## config.mk

```make
export PLATFORM = sky130hd
export DESIGN_NAME = pipeline_sequencer
export DESIGN_NICKNAME = d
export VERILOG_FILES = /design/src/rtl/pipeline_sequencer.sv
export SDC_FILE = /design/constraint.sdc
export NUM_CORES = 1
export LEC_CHECK = 0
export CORE_MARGIN = 2
export CORE_UTILIZATION = 43
export CTS_BUF_LIST = sky130_fd_sc_hd__clkbuf_8
export DETAILED_ROUTE_END_ITERATION = 12
export PLACE_DENSITY = 0.76
export SLEW_MARGIN = 20
export SYNTH_ARGS = -nofsm -noshare
export SYNTH_HDL_FRONTEND = slang
export SYNTH_SLANG_ARGS = --single-unit
```

## constraint.sdc

```tcl
create_clock -name clk -period 2.2 [get_ports clk]
set_input_delay 0.55 -clock clk [delete_from_list [all_inputs] [get_ports clk]]
set_output_delay 0.55 -clock clk [all_outputs]
set_load 0.005 [all_outputs]
```

## src/rtl/pipeline_sequencer.sv

```systemverilog
// pipeline_sequencer: round-robin issue into a fixed-latency pipeline with id tagging and start/stop/drain control
module pipeline_sequencer #(
    parameter int DEPTH = 8,
    parameter int WIDTH = 8,
    parameter int CNTW  = 16
) (
    input  logic             clk,
    input  logic             rst,
    input  logic             start,
    input  logic             stop,
    input  logic             req0_valid,
    input  logic [WIDTH-1:0] req0_data,
    output logic             req0_ready,
    input  logic             req1_valid,
    input  logic [WIDTH-1:0] req1_data,
    output logic             req1_ready,
    output logic [WIDTH-1:0] pipe_in,
    input  logic [WIDTH-1:0] pipe_out,
    output logic             res_valid,
    output logic             res_id,
    output logic [WIDTH-1:0] res_data,
    output logic             busy,
    output logic             done,
    output logic [CNTW-1:0]  issued,
    output logic [CNTW-1:0]  completed
);
    localparam int LAT = DEPTH + 1;
    localparam int IW  = $clog2(LAT + 1);
    typedef enum logic [1:0] {IDLE, RUN, DRAIN} state_t;
    state_t         state;
    logic [LAT-1:0] tag_v, tag_id;
    logic [IW-1:0]  inflight;
    logic           last_grant, grant, hs, tail_v;
    always_comb begin
        grant      = (req0_valid && req1_valid) ? !last_grant : req1_valid;
        req0_ready = state == RUN && !stop && !grant;
        req1_ready = state == RUN && !stop && grant;
        hs         = (req0_ready && req0_valid) || (req1_ready && req1_valid);
        pipe_in    = hs ? (grant ? req1_data : req0_data) : '0;
    end
    assign tail_v    = tag_v[LAT-1];
    assign res_valid = tail_v;
    assign res_id    = tag_id[LAT-1];
    assign res_data  = pipe_out;
    assign busy      = state != IDLE;
    always_ff @(posedge clk) begin
        if (rst) begin
            state      <= IDLE;
            tag_v      <= '0;
            tag_id     <= '0;
            inflight   <= '0;
            last_grant <= 1'b1;
            issued     <= '0;
            completed  <= '0;
            done       <= 1'b0;
        end else begin
            tag_v      <= {tag_v[LAT-2:0], hs};
            tag_id     <= {tag_id[LAT-2:0], hs && grant};
            inflight   <= inflight + IW'(hs) - IW'(tail_v);
            issued     <= issued + CNTW'(hs);
            completed  <= completed + CNTW'(tail_v);
            last_grant <= hs ? grant : last_grant;
            done       <= 1'b0;
            case (state)
                IDLE:    if (start && !stop) state <= RUN;
                RUN:     if (stop) state <= DRAIN;
                // leave once the last in-flight token completes this cycle
                DRAIN:   if (inflight == IW'(tail_v)) begin
                             state <= IDLE;
                             done  <= 1'b1;
                         end
                default: state <= IDLE;
            endcase
        end
    end
endmodule

```

==> results.json, run 1 <==
{
  "p_leak_nw": 1.35,
  "grt_max_degree": 44,
  "irDropWorstVdd_mv": 0.329,
  "synth_fp_nets": 318,
  "nFillCells": 487,
  "slew_headroom_pct": 78.1,
  "ff_latch_area_um2": 1160,
  "synth_edf_count": 0,
  "post_drt_wl_per_cell_um": 12.0,
  "grt_pass1_vias": 1999,
  "cap_violations": 0,
  "diodes": 0,
  "crit_type": "primary input to output port",
  "cts_tree": "built",
  "ys.flop_type": "dfxtp_1",
  "grt_busiest_layer": "met2",
  "min_period_ps": 2110,
  "antenna_found_initial": 0,
  "cp_top_family": "buffers and inverters",
  "drv_slew": 0,
  "drt_iter0_drc": 57,
  "outcome": "finished, final reports clean",
  "core_area_um2": 5610,
  "placed_cells": 412,
  "synthesis.area_um2": 2530,
  "reg2reg_slack_ps": 230,
  "worst-path-stages": 6,
  "dp_slack_ps": -531,
  "cellPowerDensity_nw_per_um2": 635,
  "ys_seq_area_share_pct": 45.9,
  "finalWorstSetupSlack_ps": 86.2,
  "use_met3_pct": 6.97,
  "synthCells": 277,
  "cts_root_buf": "clkbuf_8",
  "io_buffers": 67,
  "syn2layout_area_growth_pct": 40.6,
  "cts_hold_buf": 0,
  "crit_arrival_ps": 1560,
  "startpoint": "req1_valid",
  "synthTopCellsByArea": "dfxtp_1, xnor2_1, nor2b_1",
  "slowest_stage": "dlygate4sd2_1",
  "async_flop_share_pct": 0,
  "insertion_delay_ps": 340,
  "avgSynthCellArea_um2": 9.13,
  "clk_pin_slew_worst_paths_ps": 60,
  "cp-endpoint": "pipe_in[3]",
  "hp-class": "register to register",
  "fmax_ghz": 0.473,
  "path_cells": "dlygate4sd2_1 > and2_4 > buf_4 > nand2_1 > a21oi_2 > clkdlybuf4s15_2",
  "critPathMaxStageDelay_ps": 300,
  "vias": 2133,
  "required_ps": 1650,
  "ys_ff_latch": 58,
  "rows": 27,
  "dr.pass1.iters": 4,
  "met2_usage_pct": 28.8,
  "synthMostInstantiatedCell": "dfxtp_1",
  "fin_util_pct": 63.4,
  "finalWirelength_um": 5190,
  "yosys_warnings": 0,
  "rsz0062_at_grt": "false",
  "post-route-period-util_pct": 96.1,
  "htree_levels": 3,
  "tightest_slew_ps": 329,
  "synth.distinct_cells": 31,
  "reg2reg_from": "state[1]$_SDFFE_PP0P_",
  "grtUsageMet1_pct": 20.4,
  "yosys-top-cells-count": "dfxtp_1, nor2_1, nand2_1",
  "drc_errors": 0,
  "gr-total-overflow": 0,
  "dieHeight_um": 80.7,
  "start_kind": "primary input",
  "floorplan.initialDensity_pct": 45.1,
  "crit_path_end_kind": "output port",
  "hold_viol": 0,
  "yosysTopAreaCell": "dfxtp_1",
  "clk_path_buf_depth": 2,
  "r2r_end": "issued[8]$_SDFF_PP0_",
  "io_pins": 84,
  "cp_max_fo": 5,
  "ant_nets": 0,
  "drive_gt1_share_pct": 18.6,
  "chipWidth_um": 80.7,
  "globalplace.congestion": 0.770,
  "vias_per_cell": 4.93,
  "fin_skew_ps": 6.96,
  "final_cells": 433,
  "die_area_um2": 6510,
  "synth_top_area_share_pct": 45.9,
  "rr_worst_depth": 9,
  "crit_buf_inv": 3,
  "hpwl_um": 3520,
  "setup_violations": 0,
  "numCtsBuffers": 9,
  "fin_nets": 398,
  "fin_tns_setup_ps": 0,
  "multi_input_comb_area_um2": 1270,
  "grtUsageTotal_pct": 17.8,
  "grt_pass1_wl_um": 8790,
  "cts.sinks": 58
}
kinds of logic after synthesis:
logic type,synth area share (%)
AOI/OAI and AO/OA,5.25
xor gates and xnor gates,9.01
adders and majority gates,5.74
buffers and inverters,5.25
DFF,45.9
and+or+nand+nor,28.8
state kept, by name, summed over array words and instances (netlist names):
| signal | count |
|---|---|
| inflight | 4 |
| tag_id | 9 |
| tag_v | 9 |
| done | 1 |
| state | 2 |
| last_grant | 1 |
| completed | 16 |
| issued | 16 |
cell type report:
type / count / area share, %
clock inverters: 5 / 2.22
repair buffers: 85 / 21.8
multi-input cells: 192 / 35.7
flip-flops and latches: 58 / 32.7
clock buffers: 10 / 3.87
well taps: 72 / 2.53
inverters: 11 / 1.16
how the worst min path moves through the flow:
stage | startpoint | endpoint | slack, ps | cells after the start
floorplan | tag_id[0]$_SDFF_PP0_ | tag_id[1]$_SDFF_PP0_ | 410 | 1
global placement | tag_v[5]$_SDFF_PP0_ | tag_v[6]$_SDFF_PP0_ | 420 | 1
detailed placement | tag_v[4]$_SDFF_PP0_ | tag_v[5]$_SDFF_PP0_ | 420 | 1
CTS | tag_v[2]$_SDFF_PP0_ | tag_v[3]$_SDFF_PP0_ | 450 | 1
global route | tag_id[1]$_SDFF_PP0_ | tag_id[2]$_SDFF_PP0_ | 460 | 1
finish | tag_v[1]$_SDFF_PP0_ | tag_v[2]$_SDFF_PP0_ | 440 | 1
timing repair:
item,CTS,global route
pin swaps,4,2
setup endpoints to repair,20,9
gates resized for setup,41,4
buffers inserted,4,2
where the power goes:
part	internal [W]	switching, W
clock network	0.000659	0.000415
logic	0.0000693	0.0000547
registers	0.00106	0.00000275
cell usage in the layout, fill, tap and decap left out, types with 5 or more instances in the layout:
| master | count |
|---|---|
| dfxtp_1 | 58 |
| clkdlybuf4s50_1 | 53 |
| nor2_1 | 33 |
| nand2_1 | 26 |
| xnor2_1 | 23 |
| nor2b_1 | 22 |
| buf_4 | 17 |
| a21oi_1 | 15 |
| inv_1 | 11 |
| clkbuf_8 | 10 |
| nor3_1 | 9 |
| ha_1 | 9 |
| nor4_2 | 8 |
| buf_2 | 7 |
| nand3_1 | 6 |
| o21ai_0 | 5 |
worst register-to-register path, cell delays in order, from the launching register on:
cell     delay, ps
dfxtp_1        320
nor3b_2        190
o21ai_1        110
buf_4          160
inv_1           70
ha_1           160
ha_2           210
nand4_4        140
or3_1          370
a21oi_1        160
routing by layer:
layer | share of wire, % | wire [um]
met1 | 43 | 2230
met2 | 48 | 2490
met3 | 6.6 | 343
met4 | 2.5 | 130
met5 | 0 | 0
stage by stage:
| stage | power, W | hold slack (ps) | area [um^2] |
|---|---|---|---|
| 4_1_cts | 0.00228 | 448 | 3540 |
| 5_1_grt | 0.00236 | 458 | 3550 |
| 2_1_floorplan | 0.00114 | 414 | 2540 |
| 3_5_place_dp | 0.00119 | 424 | 3310 |
| 6_report | 0.00226 | 439 | 3550 |
| 3_3_place_gp | 0.00119 | 423 | 3310 |
Power figures use the tool's default switching activity.
==> run 2: changes to the inputs <==
--- a/config.mk
+++ b/config.mk
@@ -10,6 +10,7 @@
 export CTS_BUF_LIST = sky130_fd_sc_hd__clkbuf_8
 export DETAILED_ROUTE_END_ITERATION = 12
 export PLACE_DENSITY = 0.76
+export SETUP_SLACK_MARGIN = 0.02
 export SLEW_MARGIN = 20
 export SYNTH_ARGS = -nofsm -noshare
 export SYNTH_HDL_FRONTEND = slang
==> constraint.sdc (replaced) <==
create_clock -name clk -period 2.2 [get_ports clk]
set_input_delay 0.55 -clock clk [delete_from_list [all_inputs] [get_ports clk]]
set_output_delay 0.55 -clock clk [all_outputs]
set_load 0.1 [all_outputs]
==> results.json, run 2 (synthesized netlist as in run 1, its figures left out) <==
{
  "grt_pass1_wl_um": 9030,
  "setup_violations": 0,
  "fin_area_um2": 3790,
  "drv_slew": 0,
  "ant_nets": 0,
  "syn2layout_area_growth_pct": 49.8,
  "post-route-period-util_pct": 96.4,
  "multi_input_comb_area_um2": 1430,
  "numCtsBuffers": 9,
  "worstHoldStart": "tag_id[4]$_SDFF_PP0_",
  "tightest_slew_ps": 371,
  "crit_arrival_ps": 1570,
  "cp_max_fo": 4,
  "crit_path_end_kind": "output port",
  "post_drt_wl_per_cell_um": 12.9,
  "gr-total-overflow": 0,
  "cap_violations": 0,
  "vias": 2134,
  "nFillCells": 457,
  "drive_gt1_share_pct": 34.1,
  "globalplace.congestion": 0.737,
  "finalWorstSetupSlack_ps": 79.5,
  "required_ps": 1650,
  "chipWidth_um": 80.7,
  "hpwl_um": 3770,
  "hp-class": "register to register",
  "io_buffers": 67,
  "fmax_ghz": 0.472,
  "dp_slack_ps": -350,
  "clk_pin_slew_worst_paths_ps": 70,
  "core_area_um2": 5610,
  "diodes": 0,
  "rows": 27,
  "startpoint": "req1_valid",
  "dieHeight_um": 80.7,
  "fin_nets": 395,
  "final_cell_mix": "dfxtp_1, buf_4, nor2_1, nand2_1, xnor2_1",
  "reg_top3": "completed x16, issued x16",
  "cts.sinks": 58,
  "floorplan.initialDensity_pct": 45.1,
  "reg2reg_from": "state[0]$_SDFFE_PP0P_",
  "cts_root_buf": "clkbuf_8",
  "rsz0062_at_grt": "true",
  "clk_path_buf_depth": 2,
  "dr.pass1.iters": 4,
  "grtUsageTotal_pct": 18.0,
  "insertion_delay_ps": 340,
  "die_area_um2": 6510,
  "start_kind": "primary input",
  "io_pins": 84,
  "fin_skew_ps": 6.58,
  "final_common_cell": "dfxtp_1",
  "drc_errors": 0,
  "ff_latch_area_um2": 1170,
  "dpl-instance-area_um2": 3440,
  "cellPowerDensity_nw_per_um2": 596,
  "vias_per_cell": 4.96,
  "min_period_ps": 2120,
  "grt_max_degree": 43,
  "drt_iter0_drc": 41,
  "crit_type": "primary input to output port",
  "hold_viol": 0,
  "antenna_found_initial": 0,
  "finalWirelength_um": 5560,
  "p_leak_nw": 1.45,
  "outcome": "finished, final reports clean",
  "power_w": 0.00226,
  "irDropWorstVdd_mv": 0.333,
  "htree_levels": 3,
  "slew_headroom_pct": 75.3,
  "grt_pass1_vias": 2017,
  "cts_tree": "built"
}
==> run 2: changes by cell type in the layout (fill, tap and decap cells not counted), moves of 4 or more <==
cell and change:
a21oi_1 -7, clkdlybuf4s50_1 -36, a21oi_4 +8, buf_12 +13, buf_2 -5, dfxtp_1 -5
dfxtp_2 +4, buf_4 +25
==> run 2: worst paths after layout <==
path | cells after the start | slack (ps) | end
max | 6 | 80 | pipe_in[7]
min | 1 | 430 | tag_id[5]$_SDFF_PP0_
max reg2reg | 8 | 150 | inflight[1]$_SDFF_PP0_
min reg2reg | 1 | 430 | tag_id[5]$_SDFF_PP0_
==> run 2: area by class of cell <==
cell class                      instances  share of cell area [%]
Clock buffer                           12                    4.36
Inverter                               11                    1.09
Clock inverter                          3                    1.02
Timing Repair Buffer                   81                    22.6
Multi-Input combinational cell        193                    37.7
Sequential cell                        58                    30.9
Tap cell                               72                    2.38
==> run 2: what timing repair did <==
item,in CTS,in global routing
cloned,2,0
endpoints found under the setup margin,11,12
pin swaps,2,2
gates resized for setup,26,8
hold buffers,0,0
buffers inserted,1,0
endpoints found under the hold margin,0,0
==> run 2: metal layers <==
metal | part of all wire [%] | wire length [um] | GRT usage [%]
met1 | 41 | 2310 | 21.1
met2 | 48 | 2690 | 29.0
met3 | 9.0 | 501 | 8.43
met4 | 1.1 | 61 | 5.93
met5 | 0 | 0 | 0
==> run 2: worst max-delay path: stages <==
cell and delay, ps:
dlygate4sd2_1 260, buf_6 140, o21ai_4 220, clkbuf_16 200
a21oi_4 40, buf_12 160
==> run 2: metrics by stage <==
step | hold WS, ps | setup TNS, ps | std cells | utilization, %
floorplan | 414 | -1610 | 277 | -
global placement | 418 | -4900 | 412 | 61.3
detailed placement | 427 | -5390 | 412 | 61.3
CTS | 436 | 0 | 430 | 67.2
global route | 461 | -28.2 | 430 | 67.6
finish | 429 | 0 | 430 | 67.6
==> run 2: report_power, final <==
part / switching [W] / internal (W)
registers: 0.00000480 / 0.00106
clock network: 0.000402 / 0.000603
logic: 0.000109 / 0.0000857
